**src/rtl/median_pkg.sv**
```systemverilog
// Shared types and constants for the median filter feeder.
package median_pkg;

    localparam int NPIX = 9;
    localparam int CW   = 4;

    typedef enum logic [1:0] {
        COLLECT = 2'd0,
        SEND    = 2'd1,
        WAIT    = 2'd2,
        OUT     = 2'd3
    } state_t;

endpackage

```
**src/rtl/median_sreg.sv**
```systemverilog
// Nine-entry pixel window: shifts in at the tail so entry 0 is the oldest,
// indexed read-out drives the replay toward the filter.
module median_sreg
    import median_pkg::*;
#(
    parameter int width = 8
) (
    input  logic             CLK,
    input  logic             nRST,
    input  logic             shift,
    input  logic [width-1:0] din,
    input  logic [CW-1:0]    idx,
    output logic [width-1:0] dout
);

    logic [NPIX-1:0][width-1:0] mem;

    // Shift toward index 0 on every accepted pixel; reset clears the window.
    always_ff @(posedge CLK or negedge nRST) begin
        if (!nRST) begin
            mem <= '0;
        end else if (shift) begin
            for (int i = 0; i < NPIX - 1; i++) mem[i] <= mem[i+1];
            mem[NPIX-1] <= din;
        end
    end

    // Out-of-range indices read as zero rather than X.
    always_comb begin
        dout = '0;
        if (idx < CW'(NPIX)) dout = mem[idx];
    end

endmodule

```
**src/rtl/median_feeder.sv**
```systemverilog
// Collects a 3x3 window of pixels, replays it into a median filter,
// captures the median and presents it downstream with a valid/ready handshake.
// Optional build macro MEDIAN_FEEDER_TIMEOUT_EN adds a bounded wait on the
// filter result with a sticky ERR flag.
module median_feeder
    import median_pkg::*;
#(
    parameter int width   = 8,
    parameter int TIMEOUT = 64
) (
    input  logic             CLK,
    input  logic             nRST,
    input  logic [width-1:0] PI,
    input  logic             PVALID,
    output logic             PREADY,
    output logic [width-1:0] DI,
    output logic             DSI,
    input  logic [width-1:0] MDO,
    input  logic             MDSO,
    output logic             MNRST,
    output logic [width-1:0] RO,
    output logic             RVALID,
    input  logic             RREADY,
    output logic             ERR
);

    if (TIMEOUT < 1 || TIMEOUT > 255) begin : g_bad_timeout
        $error("median_feeder: TIMEOUT must be within 1..255");
    end

    state_t           state, state_n;
    logic [CW-1:0]    pcnt, scnt;
    logic             pready_q, mnrst_q;
    logic [width-1:0] ro_q, buf_rd;
    logic             accept, tmo;

    assign accept = PVALID & pready_q;
    assign PREADY = pready_q;
    assign MNRST  = mnrst_q;
    assign RO     = ro_q;
    assign RVALID = (state == OUT);
    assign DSI    = (state == SEND);
    assign DI     = (state == SEND) ? buf_rd : '0;

    median_sreg #(.width(width)) u_sreg (
        .CLK  (CLK),
        .nRST (nRST),
        .shift(accept),
        .din  (PI),
        .idx  (scnt),
        .dout (buf_rd)
    );

`ifdef MEDIAN_FEEDER_TIMEOUT_EN
    logic [7:0] tcnt;
    logic       err_q;

    assign tmo = (tcnt == 8'(TIMEOUT - 1));
    assign ERR = err_q;

    // Count WAIT cycles without a filter result; flag and give up at the limit.
    always_ff @(posedge CLK or negedge nRST) begin
        if (!nRST) begin
            tcnt  <= '0;
            err_q <= 1'b0;
        end else if (state == WAIT && !MDSO) begin
            tcnt <= tmo ? 8'd0 : tcnt + 8'd1;
            if (tmo) err_q <= 1'b1;
        end else begin
            tcnt <= '0;
        end
    end
`else
    assign tmo = 1'b0;
    assign ERR = 1'b0;
`endif

    // State, counters and registered handshake outputs.
    always_ff @(posedge CLK or negedge nRST) begin
        if (!nRST) begin
            state    <= COLLECT;
            pcnt     <= '0;
            scnt     <= '0;
            pready_q <= 1'b0;
            mnrst_q  <= 1'b0;
            ro_q     <= '0;
        end else begin
            state    <= state_n;
            // Ready tracks the state we are entering, so it rises one clock
            // after reset and drops as soon as the 9th pixel lands.
            pready_q <= (state_n == COLLECT);
            // Re-arm pulse: filter held in reset for one cycle after hand-off.
            mnrst_q  <= !(state == OUT && RREADY);
            case (state)
                COLLECT: if (accept) pcnt <= (pcnt == CW'(NPIX - 1)) ? '0 : pcnt + 1'b1;
                SEND:    scnt <= (scnt == CW'(NPIX - 1)) ? '0 : scnt + 1'b1;
                WAIT: begin
                    if (MDSO)     ro_q <= MDO;
                    else if (tmo) ro_q <= '0;
                end
                default: ;
            endcase
        end
    end

    // Next-state: one window in, nine strobes out, wait for the median, hand off.
    always_comb begin
        state_n = state;
        case (state)
            COLLECT: if (accept && pcnt == CW'(NPIX - 1)) state_n = SEND;
            SEND:    if (scnt == CW'(NPIX - 1)) state_n = WAIT;
            WAIT:    if (MDSO || tmo) state_n = OUT;
            OUT:     if (RREADY) state_n = COLLECT;
            default: state_n = COLLECT;
        endcase
    end

endmodule

```
**config.mk**
```make
export PLATFORM = sky130hd
export DESIGN_NAME = median_feeder
export DESIGN_NICKNAME = d
export VERILOG_FILES = /design/src/rtl/median_pkg.sv /design/src/rtl/median_sreg.sv /design/src/rtl/median_feeder.sv
export SDC_FILE = /design/constraint.sdc
export NUM_CORES = 1
export LEC_CHECK = 0
export ABC_AREA = 0
export CORE_MARGIN = 2
export CORE_UTILIZATION = 60
export DETAILED_ROUTE_END_ITERATION = 10
export DONT_BUFFER_PORTS = 1
export GPL_TIMING_DRIVEN = 0
export PLACE_DENSITY = 0.76
export SETUP_SLACK_MARGIN = 0.5
export SLEW_MARGIN = 20
export SYNTH_ARGS = -nofsm -noshare
export SYNTH_HDL_FRONTEND = slang
export SYNTH_SLANG_ARGS = --single-unit
export TNS_END_PERCENT = 1
```
**constraint.sdc**
```tcl
create_clock -name CLK -period 2.65 [get_ports CLK]
set_input_delay 0.53 -clock CLK [delete_from_list [all_inputs] [get_ports CLK]]
set_output_delay 0.53 -clock CLK [all_outputs]
set_load 0.005 [all_outputs]
```
# Word-level counts from Yosys, hierarchy flattened
# Cells that the tools add are included.
[word_totals] register_bits=92 latch_bits=0 mem_bits_rw=0 rom_bits=0 input_bits=21 out_inout_bits=21 elab_cells=43 n_memories=0
[op_classes] add_sub_neg=2 mul=0 div_mod_pow=0 n_lt_le_gt_ge=2 n_eq_ne=5 shifts=0 mux=11 bitwise=1 reduce_logical=7
[ops] cell="8-bit binary-select mux with 4-bit select" n=1
[ops] cell="8-bit 2-to-1 mux" n=3
[ops] cell="4-bit by 1-bit adder with 4-bit output, second input constant" n=2
[ops] cell="4-bit equality test, second input constant" n=2
[ops] cell="2-bit 2-to-1 mux" n=4
[ops] cell="4-bit 2-to-1 mux" n=2
[ops] cell="2-bit one-hot mux with 4 select lines" n=1
[ops] cell="4-bit by 5-bit < comparator with 1-bit output, second input constant" n=1
[ops] cell="2-bit equality test, second input constant" n=2
[ops] cell="2-bit zero test" n=2
[ops] cell="4-bit < comparator, second input constant" n=1
[ops] cell="2-bit AND reduction" n=2
[ops] cell="2-bit by 1-bit equality test with 1-bit output, second input constant" n=1
[ops] cell="1-bit logical AND" n=2
[ops] cell="1-bit AND" n=1
[ops] cell="1-bit zero test" n=1

# Depth between registers and ports, before layout
# Gate-level depths: netlist of run 1.
[logic_depth] word_depth=5 depth_mapped=8 depth_no_buf=5

# Modules after synthesis
# From an unflattened synthesis of run 1, not the netlist that was laid out.
[hier_totals] hier_cells=319 hier_area_um2=4331.7
[by_module_without_submodules] mod="median_sreg" instances=1 cells_each=224 area_each_um2=3334.4
[by_module_without_submodules] mod="median_feeder" instances=1 cells_each=95 area_each_um2=997.2

# Worst setup path after synthesis of run 1
# Ideal clock, no wire load.
[synth_path] path_kind="register -> output" startpoint="register scnt[0]" endpoint="output DI[0]" t_arrival_ns=1.637 required_ns=2.120 setup_slack_ns=0.483 stages_incl_launch_ff=9 cell_sequence="dfrtp_1 > buf_6 > buf_12 > buf_12 > inv_1 > ha_1 > nor2b_1 > o21ai_1 > a211oi_1"
[synth_via] elab_chain_cells=4 word_cells_on_any_way=5 classes_between="order compare (1); mux (4)"
[synth_rtl] element="start: declaration" line_no="median_feeder.sv:32" source="logic [CW-1:0] pcnt, scnt;"
[synth_rtl] element="start signal: assignment" line_no="median_feeder.sv:96" source="SEND: scnt <= (scnt == CW'(NPIX - 1)) ? '0 : scnt + 1'b1;"
[synth_rtl] element="8-bit binary-select mux with 4-bit select" line_no="median_sreg.sv:31" source="if (idx < CW'(NPIX)) dout = mem[idx];"
[synth_rtl] element="8-bit 2-to-1 mux (not written as such)" line_no="median_sreg.sv:31"
[synth_rtl] element="8-bit 2-to-1 mux *" line_no="median_sreg.sv:31"
[synth_rtl] element="8-bit 2-to-1 mux *" line_no="median_feeder.sv:43" source="assign DI = (state == SEND) ? buf_rd : '0;"
[synth_rtl] element="end: declaration" line_no="median_feeder.sv:16" source="output logic [width-1:0] DI,"
# Every way passes the cells marked *; elsewhere a longest branch is shown, timed or not. The select of a mux whose other input is x is not followed.

# Worst setup path in the final report of run 1
# Ends and elaborated chain as after synthesis.

==> reports/qor.yml, run 1 <==
worstSkewPairLatency_ns: 0.36
clkSinkCount: 92
row_count: 30
tns_ns: 0
routed_wl_um: 8930
ios: 42
drc: 0
crit_top_cell: "buf_12"
drv_slew: 0
drive_above_1_share: 0.436
yosys.area.top_type: "dfrtp_1"
holdWs_ns: -0.148
routedWlPerCell_um: 20.6
skew_ns: 0.00984
path_buf_inv: 3
synthTopCellsByCount: "dfrtp_1, mux2_2, mux2i_1"
cts_buffer_depth: 2
synth_area_per_cell_sq_um: 14.1
die_w_um: 88.8
max_cap_viol_count: 0
synthFlopType: "dfrtp_1"
synth_edf_count: 0
root_buffer: "clkbuf_8"
failed_checks: "hold timing"
diodes: 0
die_y_um: 88.8
grt.total_usage: 0.244
floorplan.initialDensity: 0.628
netlist_area_sq_um: 4320
r2r_end: "u_sreg.mem[1]$_DFFE_PN0P_"
post-route-period-util: 0.955
reg2reg_depth: 3
core_sq_um: 6870
rsz0062_at_grt: "true"
yosysMostFrequentCell: "dfrtp_1"
grt_max_degree: 93
final_nets: 357
ys_seq_area_frac: 0.533
synth_seq_cells: 92
synth.distinct_cells: 34
grt_pass1_wl_um: 14100
dr.pass1.iters: 4
dr.first_iter.drc_count: 224
hold_viol_final: 92
cts_tree: "yes"
crit_slowest_cell: "dfrtp_1"
p_leak_nw: 2.09
hpwl_um: 5410
synthTopCellsByArea: "dfrtp_1, mux2_2, mux4_1"
path_max_fanout: 6
synth-async-reset-ratio: 1.00
fmaxAchievable_ghz: 0.395
crit_type: "flop to output port"
worstPathCellList: "buf_8 > buf_12 > buf_12 > mux2i_1 > a221o_1 > a211oi_4"
r2r_slack_ns: 0.72
htree_levels: 3
vdd_drop_max_uv: 492
hold_path_class: "input port to asynchronous set/reset pin"
synth_fp_nets: 331
setup_viol: 0
arrival_ns: 2.00
gp_congestion: 0.807
critPathRequiredTime_ns: 2.12
cellPowerDensity_nw_per_um2: 1350
antenna_left: 0
grt_overflow_total: 0
synth_cells: 306
cp_top_family: "compound AO/OA/AOI/OAI gates"
crit_start: "scnt[0]$_DFFE_PN0P_"
fillers: 455
status: "complete, but fails checks"
die-area_sq_um: 7890
reg2reg_from: "PREADY$_DFF_PN0_"
endpoint_kind: "output port"
startpoint_type: "flop"
grt_antenna_before_repair: 0
cts_buffers: 9
worst_pin_slew_ns: 0.803
max_stage_delay_ns: 0.41
area_growth_syn_to_layout_pct: 15.2
finalCriticalPeriod_ns: 2.53
slew_headroom: 0.465
num_vias: 2670
ys_warn_count: 0
viasPerCell: 6.17
io_buffers: 0
crit_cells: 6
cts.clk_slew.worst_paths_ns: 0.10
synthDominantCellAreaShare: 0.533
grt_pass1_vias: 2609
==> flip-flops by register name, summed over array words and instances, names as in the netlist <==
| name | count |
|---|---|
| RO | 8 |
| PREADY | 1 |
| state | 2 |
| pcnt | 4 |
| MNRST | 1 |
| u_sreg.mem | 72 |
| scnt | 4 |
==> per-stage QoR <==
stage	utilization	total power [W]	setup slack (ns)	area, sq um	cells
floorplan	-	0.00449	0.567	4320	306
CTS	0.715	0.00657	0.105	4910	433
global route	0.724	0.00711	0.0598	4970	433
global placement	0.646	0.00498	0.219	4440	402
detailed placement	0.646	0.00509	0.184	4440	402
finish	0.724	0.00673	0.118	4970	433
==> final cells by class <==
type	instances	area, sq um	share of cell area
multi-input cells	187	2000	0.402
inverters	7	31.3	0.00629
flip-flops and latches	92	2300	0.463
clock buffers	9	124	0.0249
plain buffers	20	136	0.0274
repair buffers	15	158	0.0317
well taps	96	120	0.0242
clock inverters	7	98.8	0.0199
==> power by group <==
group	total (W)	internal [W]	leakage, nW	switching, W
Sequential	0.00269	0.00212	1.09	0.000568
Clock	0.00106	0.000538	0.110	0.000519
Combinational	0.00298	0.00165	0.888	0.00133
Total	0.00673	0.00431	2.09	0.00242
==> layout by cell type, fill, tap and decap left out, drive strengths merged, types with 3 or more instances in the layout <==
cell type and count:
dfrtp 92, nand3 4, a211oi 16, inv 9, nor2b 3, mux4 8
mux2i 17, ha 4, a221o 8, mux2 81, nand2 16, nand3b 3
clkbuf 20, buf 24, o21ai 12
==> worst max path at each step <==
stage                 end  slack (ns)
floorplan           DI[0]        0.57
global placement    DI[0]        0.22
detailed placement  DI[1]        0.18
CTS                 DI[0]        0.10
global route        DI[0]        0.06
finish              DI[0]        0.12
==> what timing repair did <==
action | 4_1_cts | 5_1_grt
setup endpoints to repair | 8 | 8
gates resized for setup | 22 | 11
gates cloned | 1 | 0
setup buffers | 14 | 0
pin swaps | 10 | 7
hold endpoints to repair | 92 | 92
==> cell families (layout without fill, tap and decap cells) <==
| family | count (synthesis) | count (layout) | synth area share |
|---|---|---|---|
| flops | 92 | 92 | 0.533 |
| fa+ha+maj | 4 | 4 | 0.0116 |
| mux | 106 | 106 | 0.299 |
| simple gates | 33 | 33 | 0.0449 |
| other cells | 1 | 1 | 0.000869 |
| compound gates | 43 | 43 | 0.0756 |
| buf+inv | 27 | 58 | 0.0351 |
==> per-layer routing <==
metal,global-route usage,wire length (um)
met3,0.0476,365
met2,0.367,4310
met4,0.0964,202
met5,0,0
met1,0.352,4050
(Power assumes the default switching activity.)
==> run 2: changes to the inputs <==
- GPL_ROUTABILITY_DRIVEN: default -> 0
- clock period: 2.65 -> 3 ns (I/O delays scaled with it)
==> run 2 against run 1 <==
The flow still finishes with violations (hold timing). Utilization up 0.62 points. Flip-flop and latch count did not move. First-iteration DRC count is 22% lower. Critical path depth increased by 3. Die area did not move. Final cell count stayed put. Largest power group unchanged. Highest routed layer unchanged.
==> reports/qor.yml, run 2 (synthesized netlist as in run 1, its figures left out) <==
drive_above_1_share: 0.442
vdd_drop_max_uv: 606
multiInputGateArea_sq_um: 2000
max_cap_viol_count: 0
holdWs_ns: -0.0803
drv_slew: 0
area_growth_syn_to_layout_pct: 16.1
antenna_left: 0
hpwl_um: 5510
largest_reg_flops: 72
pwr-share-seq: 0.394
crit_type: "flop to output port"
post-route-period-util: 0.872
endpoint_kind: "output port"
grt_max_degree: 93
fillers: 450
finalCriticalPeriod_ns: 2.62
drc: 0
failed_checks: "hold timing"
die-area_sq_um: 7890
p_leak_nw: 2.10
dr.first_iter.drc_count: 174
grt_overflow_total: 0
setup_viol: 0
hold_path_class: "input port to asynchronous set/reset pin"
cts.clk_slew.worst_paths_ns: 0.09
r2r_slack_ns: 1.12
cts_buffer_depth: 2
dpl_worst_slack_ns: 0.178
worst_pin_slew_ns: 0.774
cts_buffers: 9
ios: 42
io_buffers: 0
worstSkewPairLatency_ns: 0.37
final_common_cell: "dfrtp_1"
skew_ns: 0.0111
core_sq_um: 6870
critPathRequiredTime_ns: 2.40
cts_tree: "yes"
cellPowerDensity_nw_per_um2: 1200
routedWlPerCell_um: 20.7
largest_register: "u_sreg.mem"
grt_pass1_wl_um: 14200
root_buffer: "clkbuf_8"
seq_area_sq_um: 2300
clkPwrFrac: 0.155
dr.pass1.iters: 4
clkSinkCount: 92
grt_pass1_vias: 2705
die_w_um: 88.8
row_count: 30
fmaxAchievable_ghz: 0.382
diodes: 0
setup_ws_ns: 0.384
num_vias: 2619
switching_power_w: 0.00215
power_frac_comb: 0.451
final_cell_mix: "dfrtp_1, mux2_2, nand2_1, mux2i_1, buf_4"
arrival_ns: 2.02
rsz0062_at_grt: "true"
routed_wl_um: 8960
tns_ns: 0
p_int_w: 0.00388
path_max_fanout: 8
status: "complete, but fails checks"
htree_levels: 3
grt.total_usage: 0.245
viasPerCell: 6.05
grt_antenna_before_repair: 0
die_y_um: 88.8
floorplan.initialDensity: 0.628
final_nets: 357
slew_headroom: 0.484
hold_viol_final: 92
swShare: 0.357
startpoint_type: "flop"
run 2: changes by cell type in the layout (fill, tap and decap cells not counted), sizes merged:
cell and delta:
clkinv +1, buf +1, inv -2
run 2: worst paths after layout:
path                                                start                         end  depth (start not counted)
worst min register to register  u_sreg.mem[1]$_DFFE_PN0P_   u_sreg.mem[1]$_DFFE_PN0P_                          1
min in group CLK                                    PI[2]  u_sreg.mem[66]$_DFFE_PN0P_                          1
max in group asynchronous                            nRST  u_sreg.mem[47]$_DFFE_PN0P_                          0
worst max register to register           PREADY$_DFF_PN0_  u_sreg.mem[65]$_DFFE_PN0P_                          3
worst min-delay path                                 nRST         pcnt[3]$_DFFE_PN0P_                          0
worst max-delay path                  scnt[0]$_DFFE_PN0P_                       DI[6]                          9
run 2: layout make-up:
cell class,instances,area share
Clock buffer,10,0.0275
Sequential cell,92,0.459
Timing Repair Buffer,15,0.0374
Inverter,7,0.00774
Clock inverter,6,0.0172
Tap cell,96,0.0240
Buffer,20,0.0280
Multi-Input combinational cell,187,0.399
run 2: metal layers:
metal | up-vias | wire [um] | track usage
met5 | - | 0 | 0
met4 | 0 | 177 | 0.114
met3 | 21 | 380 | 0.0410
met2 | 58 | 4450 | 0.402
met1 | 1369 | 3960 | 0.320
li1 | 1171 | - | -
run 2: power by group through the flow:
stage	combinational, W	sequential (W)	clock, W
after floorplan	0.00176	0.00220	0
after global placement	0.00205	0.00232	0
after detailed placement	0.00213	0.00238	0
after CTS	0.00253	0.00235	0.000940
after global routing	0.00291	0.00246	0.000990
final	0.00272	0.00237	0.000935
run 2: repair_timing:
action / in CTS / in global routing
hold endpoints to repair: 92 / 92
endpoints found under the setup margin: 8 / 8
cloned: 1 / 1
pin swaps: 9 / 11
setup buffers: 11 / 2
gates resized for setup: 25 / 13
run 2: stage by stage:
| step | instances | instance area, sq um | utilization | total power (W) | hold slack, ns |
|---|---|---|---|---|---|
| finish | 433 | 5010 | 0.730 | 0.00603 | -0.0803 |
| global route | 433 | 5010 | 0.730 | 0.00636 | -0.0965 |
| CTS | 430 | 4920 | 0.716 | 0.00582 | -0.0929 |
| detailed placement | 402 | 4440 | 0.646 | 0.00450 | 0.306 |
| global placement | 402 | 4440 | 0.646 | 0.00437 | 0.306 |
| floorplan | 306 | 4320 | - | 0.00396 | 0.304 |
run 2: worst max-delay path: stages (launching register included):
cell	delay (ns)
dfrtp_1	0.42
buf_8	0.15
buf_12	0.14
buf_12	0.14
clkinv_8	0.04
ha_4	0.12
nor2b_4	0.16
o21ai_4	0.07
buf_12	0.18
a211oi_4	0.22
==> run 3: changes to the inputs <==
==> constraint.sdc (replaced) <==
create_clock -name CLK -period 3 [get_ports CLK]
set_input_delay 0.3 -clock CLK [delete_from_list [all_inputs] [get_ports CLK]]
set_output_delay 0.3 -clock CLK [all_outputs]
set_load 0.005 [all_outputs]
==> run 3 against run 2 <==
The run now ends clean. Final cell count down 2.5%. Die area unchanged. Register-to-register slack better by 0.03 ns. Hold slack better by 0.15 ns. Highest routed layer unchanged. Utilization down 3.1 points. Largest power group is now registers. Largest cell class unchanged. Clock power down 1%. Critical path type unchanged. Maximum frequency up 7.4%. Worst setup slack better by 0.18 ns. Total power down 7.0%. Critical path depth unchanged.
==> reports/qor.yml, run 3 (synthesized netlist as in run 1, its figures left out) <==
power_frac_comb: 0.416
cts.clk_slew.worst_paths_ns: 0.08
p_int_w: 0.00363
vdd_drop_max_uv: 603
reg2reg_from: "PREADY$_DFF_PN0_"
hold_viol_final: 0
cellPowerDensity_nw_per_um2: 1170
fillers: 480
worstSkewPairLatency_ns: 0.37
num_vias: 2552
p_total_w: 0.00561
worst_pin_slew_ns: 0.733
switching_power_w: 0.00198
drc: 0
core_sq_um: 6870
hold_path_class: "input port to flop"
grt_overflow_total: 0
die_w_um: 88.8
io_buffers: 0
final_nets: 346
crit_start: "scnt[0]$_DFFE_PN0P_"
finalCriticalPeriod_ns: 2.44
routed_wl_um: 8460
post-route-period-util: 0.812
setup_viol: 0
fmaxAchievable_ghz: 0.411
clkSinkCount: 92
skew_ns: 0.00924
endpoint_kind: "output port"
status: "complete, no violations"
p_leak_nw: 2.01
htree_levels: 3
path_max_fanout: 10
dr.pass1.iters: 4
max_cap_viol_count: 0
dr.first_iter.drc_count: 189
fin_util: 0.699
clkPwrFrac: 0.165
grt_pass1_vias: 2624
viasPerCell: 6.05
pwr-share-seq: 0.419
grt.total_usage: 0.235
grt_antenna_before_repair: 0
drive_above_1_share: 0.390
crit_slowest_cell: "dfrtp_1"
startpoint_type: "flop"
crit_type: "flop to output port"
largest_reg_flops: 72
critPathRequiredTime_ns: 2.70
die-area_sq_um: 7890
die_y_um: 88.8
final_cell_mix: "dfrtp_1, mux2_2, mux2i_1, nand2_1, o21ai_0"
worstPathCellList: "buf_6 > buf_12 > buf_12 > clkinvlp_4 > ha_4 > nor2b_4 > o21ai_4 > buf_12 > a211oi_2"
root_buffer: "clkbuf_8"
largest_register: "u_sreg.mem"
tns_ns: 0
final_common_cell: "dfrtp_1"
floorplan.initialDensity: 0.628
arrival_ns: 2.14
hpwl_um: 5510
grt_max_degree: 93
row_count: 30
grt_pass1_wl_um: 13700
ios: 42
cts_tree: "yes"
swShare: 0.353
cts_buffer_depth: 2
r2r_slack_ns: 1.15
max_stage_delay_ns: 0.40
antenna_left: 0
slew_headroom: 0.512
area_growth_syn_to_layout_pct: 11.3
crit_end: "DI[7]"
drv_slew: 0
rsz0062_at_grt: "true"
routedWlPerCell_um: 20.0
r2r_end: "u_sreg.mem[68]$_DFFE_PN0P_"
cts_buffers: 9
diodes: 0
reg2reg_depth: 3
crit_top_cell: "buf_12"
-- run 3: changes by cell type in the layout (fill, tap and decap cells not counted), moves of 2 or more --
cell / before / now
a211oi_1: 2 / 7
a211oi_4: 6 / 1
buf_1: 0 / 2
buf_12: 5 / 3
buf_4: 12 / 2
-- run 3: power by group through the flow --
| stage | registers, W | clock network, W | logic [W] |
|---|---|---|---|
| after floorplan | 0.00220 | 0 | 0.00176 |
| after global placement | 0.00232 | 0 | 0.00205 |
| after detailed placement | 0.00238 | 0 | 0.00213 |
| after CTS | 0.00235 | 0.000940 | 0.00232 |
| after global routing | 0.00244 | 0.000990 | 0.00252 |
| final | 0.00235 | 0.000926 | 0.00233 |
-- run 3: cell type report --
cell class,instances,area [sq um],share of cell area
flip-flops and latches,92,2300,0.479
multi-input cells,187,1940,0.403
well taps,96,120,0.0250
repair buffers,4,65.1,0.0135
clock buffers,10,138,0.0287
plain buffers,20,125,0.0260
inverters,7,30.0,0.00625
clock inverters,6,86.3,0.0180
-- run 3: worst min path at each step --
stage | from | end | slack (ns) | depth (start not counted)
after floorplan | nRST | MNRST$_DFF_PN0_ | 0.004 | 0
after global placement | nRST | pcnt[3]$_DFFE_PN0P_ | 0.006 | 0
after detailed placement | nRST | pcnt[3]$_DFFE_PN0P_ | 0.006 | 0
after CTS | RREADY | MNRST$_DFF_PN0_ | 0.06 | 1
after global routing | RREADY | MNRST$_DFF_PN0_ | 0.07 | 1
final | RREADY | MNRST$_DFF_PN0_ | 0.07 | 1
-- run 3: critical path, delay by kind of cell (launching register included) --
kind	cells	cell delay [ns]
compound gates	2	0.30
buf+inv	5	0.75
flops	1	0.40
simple gates	1	0.16
fa+ha+maj	1	0.15
-- run 3: what timing repair did --
item                                    4_1_cts  5_1_grt
endpoints found under the hold margin        92        0
pin swaps                                     4        1
hold buffers                                  2        0
endpoints found under the setup margin        8        8
setup buffers                                 2        0
gates resized for setup                      14        1
-- run 3: through the flow --
step	instances	hold WS, ns	worst slack (ns)	instance area [sq um]
2_1_floorplan	306	0.00441	1.06	4320
3_3_place_gp	402	0.00648	0.549	4440
3_5_place_dp	402	0.00649	0.478	4440
4_1_cts	422	0.0602	0.510	4800
5_1_grt	422	0.0699	0.490	4800
6_report	422	0.0744	0.564	4800
-- run 3: per-layer routing --
metal | global-route usage | up-vias | routed length [um]
met3 | 0.0373 | 13 | 326
met1 | 0.315 | 1316 | 3840
met5 | 0 | - | 0
met2 | 0.384 | 62 | 4140
li1 | - | 1161 | -
met4 | 0.101 | 0 | 151
